--- config.mk ---
export PLATFORM = sky130hd
export DESIGN_NAME = vga_timing
export DESIGN_NICKNAME = d
export VERILOG_FILES = /design/src/rtl/vga_timing.sv
export SDC_FILE = /design/constraint.sdc
export NUM_CORES = 1
export LEC_CHECK = 0
export CAP_MARGIN = 20
export CELL_PAD_IN_SITES_DETAIL_PLACEMENT = 1
export CELL_PAD_IN_SITES_GLOBAL_PLACEMENT = 1
export CORE_ASPECT_RATIO = 0.5
export CORE_MARGIN = 4
export CORE_UTILIZATION = 38
export DETAILED_ROUTE_END_ITERATION = 8
export HOLD_SLACK_MARGIN = 0.03
export PLACE_DENSITY_LB_ADDON = 0.25
export SLEW_MARGIN = 20
export SYNTH_ARGS = -nofsm -noshare
export SYNTH_HDL_FRONTEND = slang
export SYNTH_SLANG_ARGS = --single-unit
--- constraint.sdc ---
create_clock -name pclk -period 3.15 [get_ports pclk]
set_input_delay 0.63 -clock pclk [delete_from_list [all_inputs] [get_ports pclk]]
set_output_delay 0.63 -clock pclk [all_outputs]
set_load 0.02 [all_outputs]
--- src/rtl/vga_timing.sv ---
// Purpose : free-running 1024x768@60 pixel-timing generator producing the VGA bus and a frame-start strobe.
// Latency : every bus field is registered from next-state counters, so all fields line up with hcount/vcount; zero extra latency.
// Backpressure: none; the generator never stalls and has no enable, it runs continuously once out of reset.
//
// Ports:
//   pclk        in   pixel clock (65 MHz), rising edge
//   rst_n       in   asynchronous active-low reset; forces pixel (0,0) state
//   vga_out     out  VGA bus, layout vga_pkg::vga_bus_t {hcount, vcount, hs, vs, hblnk, vblnk, rgb}
//   frame_start out  one-cycle pulse when the bus wraps from the last pixel to (0,0)

package vga_pkg;

  typedef struct packed {
    logic [10:0] hcount;
    logic [10:0] vcount;
    logic        hs;
    logic        vs;
    logic        hblnk;
    logic        vblnk;
    logic [11:0] rgb;
  } vga_bus_t;

  localparam int VGA_BUS_SIZE = $bits(vga_bus_t);

endpackage

module vga_timing #(
  parameter int H_ACTIVE = 1024,
  parameter int H_FP     = 24,
  parameter int H_SYNC   = 136,
  parameter int H_BP     = 160,
  parameter int V_ACTIVE = 768,
  parameter int V_FP     = 3,
  parameter int V_SYNC   = 6,
  parameter int V_BP     = 29,
  parameter bit SYNC_POL = 1'b0
) (
  input  logic                              pclk,
  input  logic                              rst_n,
  output logic [vga_pkg::VGA_BUS_SIZE-1:0]  vga_out,
  output logic                              frame_start
);

  localparam int H_TOTAL = H_ACTIVE + H_FP + H_SYNC + H_BP;
  localparam int V_TOTAL = V_ACTIVE + V_FP + V_SYNC + V_BP;

  localparam logic [10:0] H_LAST       = 11'(H_TOTAL - 1);
  localparam logic [10:0] V_LAST       = 11'(V_TOTAL - 1);
  localparam logic [10:0] H_BLNK_START = 11'(H_ACTIVE);
  localparam logic [10:0] V_BLNK_START = 11'(V_ACTIVE);
  localparam logic [10:0] H_SYNC_START = 11'(H_ACTIVE + H_FP);
  localparam logic [10:0] H_SYNC_END   = 11'(H_ACTIVE + H_FP + H_SYNC - 1);
  localparam logic [10:0] V_SYNC_START = 11'(V_ACTIVE + V_FP);
  localparam logic [10:0] V_SYNC_END   = 11'(V_ACTIVE + V_FP + V_SYNC - 1);

  logic [10:0] hcount_q, hcount_d;
  logic [10:0] vcount_q, vcount_d;
  logic        hs_q, hs_d;
  logic        vs_q, vs_d;
  logic        hblnk_q, hblnk_d;
  logic        vblnk_q, vblnk_d;
  logic        frame_start_q, frame_start_d;
  logic        h_wrap, v_wrap;
  logic        in_hsync, in_vsync;

  vga_pkg::vga_bus_t bus;

  // Next-state counters and decode. Decoding the *next* counter values and
  // registering the result keeps sync/blank aligned with the registered counts.
  always_comb begin
    h_wrap   = (hcount_q == H_LAST);
    v_wrap   = (vcount_q == V_LAST);

    hcount_d = h_wrap ? 11'd0 : hcount_q + 11'd1;
    vcount_d = vcount_q;
    if (h_wrap) begin
      vcount_d = v_wrap ? 11'd0 : vcount_q + 11'd1;
    end

    in_hsync = (hcount_d >= H_SYNC_START) && (hcount_d <= H_SYNC_END);
    in_vsync = (vcount_d >= V_SYNC_START) && (vcount_d <= V_SYNC_END);

    hblnk_d  = (hcount_d >= H_BLNK_START);
    vblnk_d  = (vcount_d >= V_BLNK_START);
    hs_d     = in_hsync ? SYNC_POL : ~SYNC_POL;
    vs_d     = in_vsync ? SYNC_POL : ~SYNC_POL;

    // Only the last pixel of the last line leads into (0,0); the reset state
    // is (0,0) too but never passes through here, so it produces no strobe.
    frame_start_d = h_wrap && v_wrap;
  end

  always_ff @(posedge pclk or negedge rst_n) begin
    if (!rst_n) begin
      hcount_q      <= 11'd0;
      vcount_q      <= 11'd0;
      hs_q          <= ~SYNC_POL;
      vs_q          <= ~SYNC_POL;
      hblnk_q       <= 1'b0;
      vblnk_q       <= 1'b0;
      frame_start_q <= 1'b0;
    end else begin
      hcount_q      <= hcount_d;
      vcount_q      <= vcount_d;
      hs_q          <= hs_d;
      vs_q          <= vs_d;
      hblnk_q       <= hblnk_d;
      vblnk_q       <= vblnk_d;
      frame_start_q <= frame_start_d;
    end
  end

  // Colour is supplied by downstream draw stages; this stage carries black.
  always_comb begin
    bus        = '0;
    bus.hcount = hcount_q;
    bus.vcount = vcount_q;
    bus.hs     = hs_q;
    bus.vs     = vs_q;
    bus.hblnk  = hblnk_q;
    bus.vblnk  = vblnk_q;
    bus.rgb    = 12'h000;
  end

  assign vga_out     = bus;
  assign frame_start = frame_start_q;

endmodule

==> flow_summary.yaml, run 1 <==
floorplan:
  initial_utilization: 0.4032
  row_count: 17
  die_h_um: 56.91
  die_area_mm2: 0.006022
  die_w_um: 105.8
  core_area_mm2: 0.004509
  pin_count: 41
synthesis:
  yosys_warnings: 0
  ys_seq_area_frac: 0.3730
  synth_seq_cells: 27
  postSynth.asyncResetShare: 1.000
  synth_ff_type: "dfrtp_1"
  yosysUniqueCellTypes: 45
  syn_area_mm2: 0.001818
  synthCells: 202
  syn_area_per_cell_um2: 9.000
  synth_edf_count: 0
layout:
  finalInstanceArea_mm2: 0.002107
  final_util: 0.4673
  multi_input_area_um2: 972.2
  stdcell_count: 286
  register_area_um2: 678.2
  syn2layout_area_growth_pct: 15.90
  mostFrequentLayoutCell: "clkdlybuf4s50_1"
  nFillCells: 572
  insertedDiodeCount: 0
  fin_nets: 227
  final_cell_mix: "clkdlybuf4s50_1, dfrtp_1, nor2_1"
  drive_above_1_share: 0.09545
place:
  gp_congestion: 0.7745
  place_area_mm2: 0.002058
  dpl_worst_slack_ns: 0.5966
  dp.cells: 282
  port-buffer-count: 28
  place_hpwl_um: 3428
cts:
  cts_buffer_depth: 2
  cts_resized: 0
  cts_root_buf: "clkbuf_8"
  clk_pin_slew_ns: 0.10
  cts_tree: "yes"
  clock_sinks: 27
  post_cts_buffers: 0
  clk_latency_ns: 0.28
  cts_buffers: 3
  htree_levels: 1
  holdBufCountCts: 0
critical_path:
  crit_arrival_ns: 2.77
  crit_fanout: 10
  path_class: "flop to flop"
  cp_cell_sequence: "ha_1 > inv_1 > nor4_4 > nand2b_1 > o31ai_2 > and3_1 > o2111ai_2"
  end_kind: "flop"
  r2r-start: "hcount_q[0]"
  r2r_slack_ns: 0.58
  cp_slowest_stage_delay_ns: 0.54
  r2r-end: "vs_q"
  critical_path_required_ns: 3.34
  worstRegToRegCells: 7
  startpoint_type: "flop"
  cp_top_family: "simple AND/OR/NAND/NOR gates"
  worst-path-buf-inv: 1
  cp_slowest_cell: "nor4_4"
timing:
  fin_crit_sh: 0.8175
  fin_worst_skew_ns: 0.005408
  rsz0062_at_grt: "false"
  finalHoldViolations: 0
  setup_ws_ns: 0.5750
  slew_headroom: 0.6613
  totalNegativeSetupSlack_ns: 0
  max_freq_ghz: 0.3884
  setup_viol_count_final: 0
  worst_slew_pin_slew_ns: 0.5043
  finalCriticalPeriod_ns: 2.575
  timing.hold.ws_ns: 0.5810
  slew_viol_final: 0
global_route:
  grt-ovfl-total: 0
  grt_use_met1: 0.2175
  grt_start_max_net_pins: 28
  antenna_found_initial: 0
  grt_pass1_vias: 1539
  top_usage_layer: "met2"
  grtUsageMet3: 0.02411
  use_met2: 0.2745
  gr-usage-all-layers: 0.1603
  grt_pass1_wl_um: 7810
routing:
  drc: 0
  drt_iter0_markers: 40
  drtAntennaViolNets: 0
  wirelength_um: 4486
  firstDrtPassIters: 3
  vias: 1479
  vias_per_cell: 5.171
  post_drt_wl_per_cell_um: 15.69
pwr:
  power.density_cell_area_mw_per_mm2: 272.5
  total_leakage_power_nw: 0.8180
  irDropWorstVdd_uv: 135.1
  total_power_mw: 0.5741
worst_hold_path:
  hp-class: "flop to flop"
  holdPathStages: 1
  holdPathEnd: "hcount_q[0]"
  min_from: "hcount_q[0]"
status:
  outcome: "finished, final reports clean"
job:
  drv_cap: 0
-- synthesized netlist by cell type (2+ instances only) --
cell	n	area [um^2]
dfrtp_1	25	625.6
buf_4	16	120.1
nor2_1	15	56.30
nand2_1	14	52.55
o21ai_0	14	70.07
nand3_1	12	60.06
xnor2_1	8	70.07
a21oi_1	6	30.03
inv_1	6	22.52
nand4_1	6	37.54
buf_2	5	25.02
clkbuf_1	5	18.77
nand2b_1	5	31.28
xor2_1	5	43.79
and3_1	4	25.02
ha_1	4	50.05
nand3b_1	4	30.03
nor3_1	4	20.02
o31ai_1	4	30.03
a21o_1	3	22.52
and2_1	3	18.77
and4_1	3	26.28
a311oi_1	2	17.52
a32oi_1	2	17.52
buf_6	2	22.52
dfstp_2	2	52.55
mux2_2	2	22.52
o22ai_1	2	12.51
o31ai_2	2	25.02
or4_1	2	15.01
-- cell families (layout without fill, tap and decap cells) --
group / Yosys count / in the layout / synth area share
buffers and inverters: 34 / 41 / 0.1149
AND/OR/NAND/NOR: 79 / 79 / 0.2478
AO/OA/AOI/OAI: 42 / 42 / 0.1597
multiplexers: 2 / 2 / 0.01239
other: 1 / 12 / 0.002063
adder cells (fa/ha/maj): 4 / 4 / 0.02753
XOR/XNOR: 13 / 13 / 0.06263
flip-flops: 27 / 27 / 0.3730
-- cell type report --
type | instances | area share
multi-input cells | 152 | 0.4614
flip-flops and latches | 27 | 0.3219
repair buffers | 31 | 0.1437
well taps | 66 | 0.03919
clock buffers | 3 | 0.01960
inverters | 6 | 0.01069
clock inverters | 1 | 0.003563
-- worst max path at each step --
stage,start,end,slack [ns],cells past startpoint
after floorplan,hcount_q[0],vs_q,0.77,9
after global placement,hcount_q[0],vs_q,0.79,7
after detailed placement,hcount_q[0],vs_q,0.60,7
after CTS,hcount_q[0],vs_q,0.59,7
after global routing,hcount_q[0],vs_q,0.29,7
final,hcount_q[0],vs_q,0.58,7
-- flip-flops by register name, summed over array words and instances, names as in the netlist --
signal,cells
hcount_q,11
vcount_q,11
frame_start,1
hblnk_q,1
hs_q,1
vblnk_q,1
vs_q,1
-- routing by layer --
layer | vias up | share of wire
met2 | 27 | 0.47
met3 | 2 | 0.031
met4 | 0 | 0.0060
met1 | 721 | 0.50
met5 | - | 0
li1 | 729 | -
-- worst register-to-register path: cells and delay by family, from the launching register on --
family / cells / cell delay (ns)
AND/OR/NAND/NOR: 3 / 1.02
flip-flops: 1 / 0.47
adder cells (fa/ha/maj): 1 / 0.37
buffers and inverters: 1 / 0.18
AO/OA/AOI/OAI: 2 / 0.44
-- report_power, final --
part / switching, mW / leakage (nW) / internal (mW) / total (mW)
logic: 0.0196 / 0.440 / 0.00189 / 0.0215
clock network: 0.116 / 0.0217 / 0.0899 / 0.206
registers: 0 / 0.356 / 0.346 / 0.346
Power figures use the tool's default switching activity.
==> run 2, diff against run 1 <==
clock period = 2.7 ns   (was 3.15 ns; I/O delays follow)
==> run 2 against run 1 <==
Compared with the run above: global-route usage grew 0.17 points; routed wire length grew 6.5%; total power grew 16%; sequential share of layout area shrank 0.73 points; first-iteration DRC count grew 20%; final cell count grew 2.4%; count of clock-buffer cells in the layout grew 1; clock power grew 15%; final area grew 2.3%; hold slack lost 0.0078 ns; sequential cell count is the same; worst setup slack lost 0.33 ns.
==> flow_summary.yaml, run 2 (synthesis results as in run 1) <==
global_route:
  grt-ovfl-total: 0
  grt_start_max_net_pins: 28
  grt_pass1_vias: 1527
  use_met2: 0.2654
  top_usage_layer: "met2"
  antenna_found_initial: 0
  gr-usage-all-layers: 0.1620
  grtUsageMet3: 0.03100
  grt_use_met1: 0.2288
  grt_pass1_wl_um: 7948
critical_path:
  r2r_slack_ns: 0.25
  path_class: "flop to flop"
  critical_path_required_ns: 2.90
  cp_slowest_cell: "or4bb_1"
  cp_cell_sequence: "inv_1 > ha_1 > or4bb_1 > nor3_1 > buf_4 > nand2b_1 > o31ai_2 > and3_1 > o2111ai_2"
  crit_arrival_ns: 2.65
  crit_end: "vs_q"
  crit_fanout: 5
  r2r-start: "vcount_q[1]"
  cp_slowest_stage_delay_ns: 0.49
  cp-startpoint: "vcount_q[1]"
  cp_top_family: "simple AND/OR/NAND/NOR gates"
  path_depth: 9
  r2r-end: "vs_q"
  startpoint_type: "flop"
  end_kind: "flop"
  worst-path-buf-inv: 2
  worstRegToRegCells: 9
layout:
  mostFrequentLayoutCell: "clkdlybuf4s50_1"
  final_cell_mix: "clkdlybuf4s50_1, dfrtp_1, nor2_1"
  insertedDiodeCount: 0
  syn2layout_area_growth_pct: 18.58
  largestRegisters: "hcount_q (11), vcount_q (11)"
  finalInstanceArea_mm2: 0.002156
  fin_nets: 234
  drive_above_1_share: 0.1189
  final_util: 0.4781
cts:
  cts_buffer_depth: 2
  cts_resized: 0
  post_cts_buffers: 0
  cts_buffers: 3
  holdBufCountCts: 0
  cts_tree: "yes"
  clock_sinks: 27
  htree_levels: 1
  clk_pin_slew_ns: 0.10
  clk_latency_ns: 0.27
  cts_root_buf: "clkbuf_8"
job:
  drv_cap: 0
place:
  place_hpwl_um: 3502
  place_area_mm2: 0.002111
  gp_congestion: 0.8553
  dpl_worst_slack_ns: 0.2588
  port-buffer-count: 28
floorplan:
  row_count: 17
  die_area_mm2: 0.006022
  core_area_mm2: 0.004509
  initial_utilization: 0.4032
  die_h_um: 56.91
  pin_count: 41
  die_w_um: 105.8
timing:
  rsz0062_at_grt: "false"
  finalCriticalPeriod_ns: 2.450
  setup_ws_ns: 0.2498
  max_freq_ghz: 0.4081
  setup_viol_count_final: 0
  fin_crit_sh: 0.9075
  fin_worst_skew_ns: 0.002538
  totalNegativeSetupSlack_ns: 0
  finalHoldViolations: 0
  slew_viol_final: 0
routing:
  wirelength_um: 4778
  drc: 0
  vias_per_cell: 5.311
  drtAntennaViolNets: 0
  post_drt_wl_per_cell_um: 16.31
  firstDrtPassIters: 4
  vias: 1556
  drt_iter0_markers: 48
pwr:
  irDropWorstVdd_uv: 188.1
  power.density_cell_area_mw_per_mm2: 309.2
  total_leakage_power_nw: 0.8573
  total_power_mw: 0.6667
worst_hold_path:
  hp-class: "flop to flop"
  holdPathStages: 1
status:
  outcome: "finished, final reports clean"
[run 2: how the worst min path moves through the flow]
stage	startpoint	endpoint
after global placement	hcount_q[0]	hcount_q[0]
after CTS	hcount_q[0]	hcount_q[0]
final	hcount_q[0]	hcount_q[0]
after detailed placement	hcount_q[0]	hcount_q[0]
after global routing	hcount_q[0]	hcount_q[0]
after floorplan	rst_n	frame_start
[run 2: where the power goes]
group	leakage [nW]	switching (mW)	total (mW)	internal, mW
Clock	0.0228	0.131	0.237	0.106
Combinational	0.479	0.0231	0.0253	0.00221
Sequential	0.356	0	0.404	0.404
[run 2: final cells by class]
cell class,count,area (um^2)
fillers,536,2354
multi-input cells,152,972.2
flip-flops and latches,27,678.2
repair buffers,38,355.3
well taps,66,82.58
clock buffers,4,45.04
inverters,6,22.52
[run 2: through the flow]
step | instances | hold slack, ns
finish | 293 | 0.5732
floorplan | 213 | 0.2444
global placement | 289 | 0.5565
CTS | 293 | 0.5774
global route | 293 | 0.6099
detailed placement | 289 | 0.5680
[run 2: metal layers]
metal,up-vias,part of all wire
li1,740,-
met1,773,0.49
met2,41,0.46
met3,2,0.048
met4,0,0.0057
met5,-,0
==> run 3, diff against run 2 <==
GPL_ROUTABILITY_DRIVEN = 0   (was default)
==> results of run 3 <==
Same layout as run 2: the final DEF is identical, and so are final timing and power.
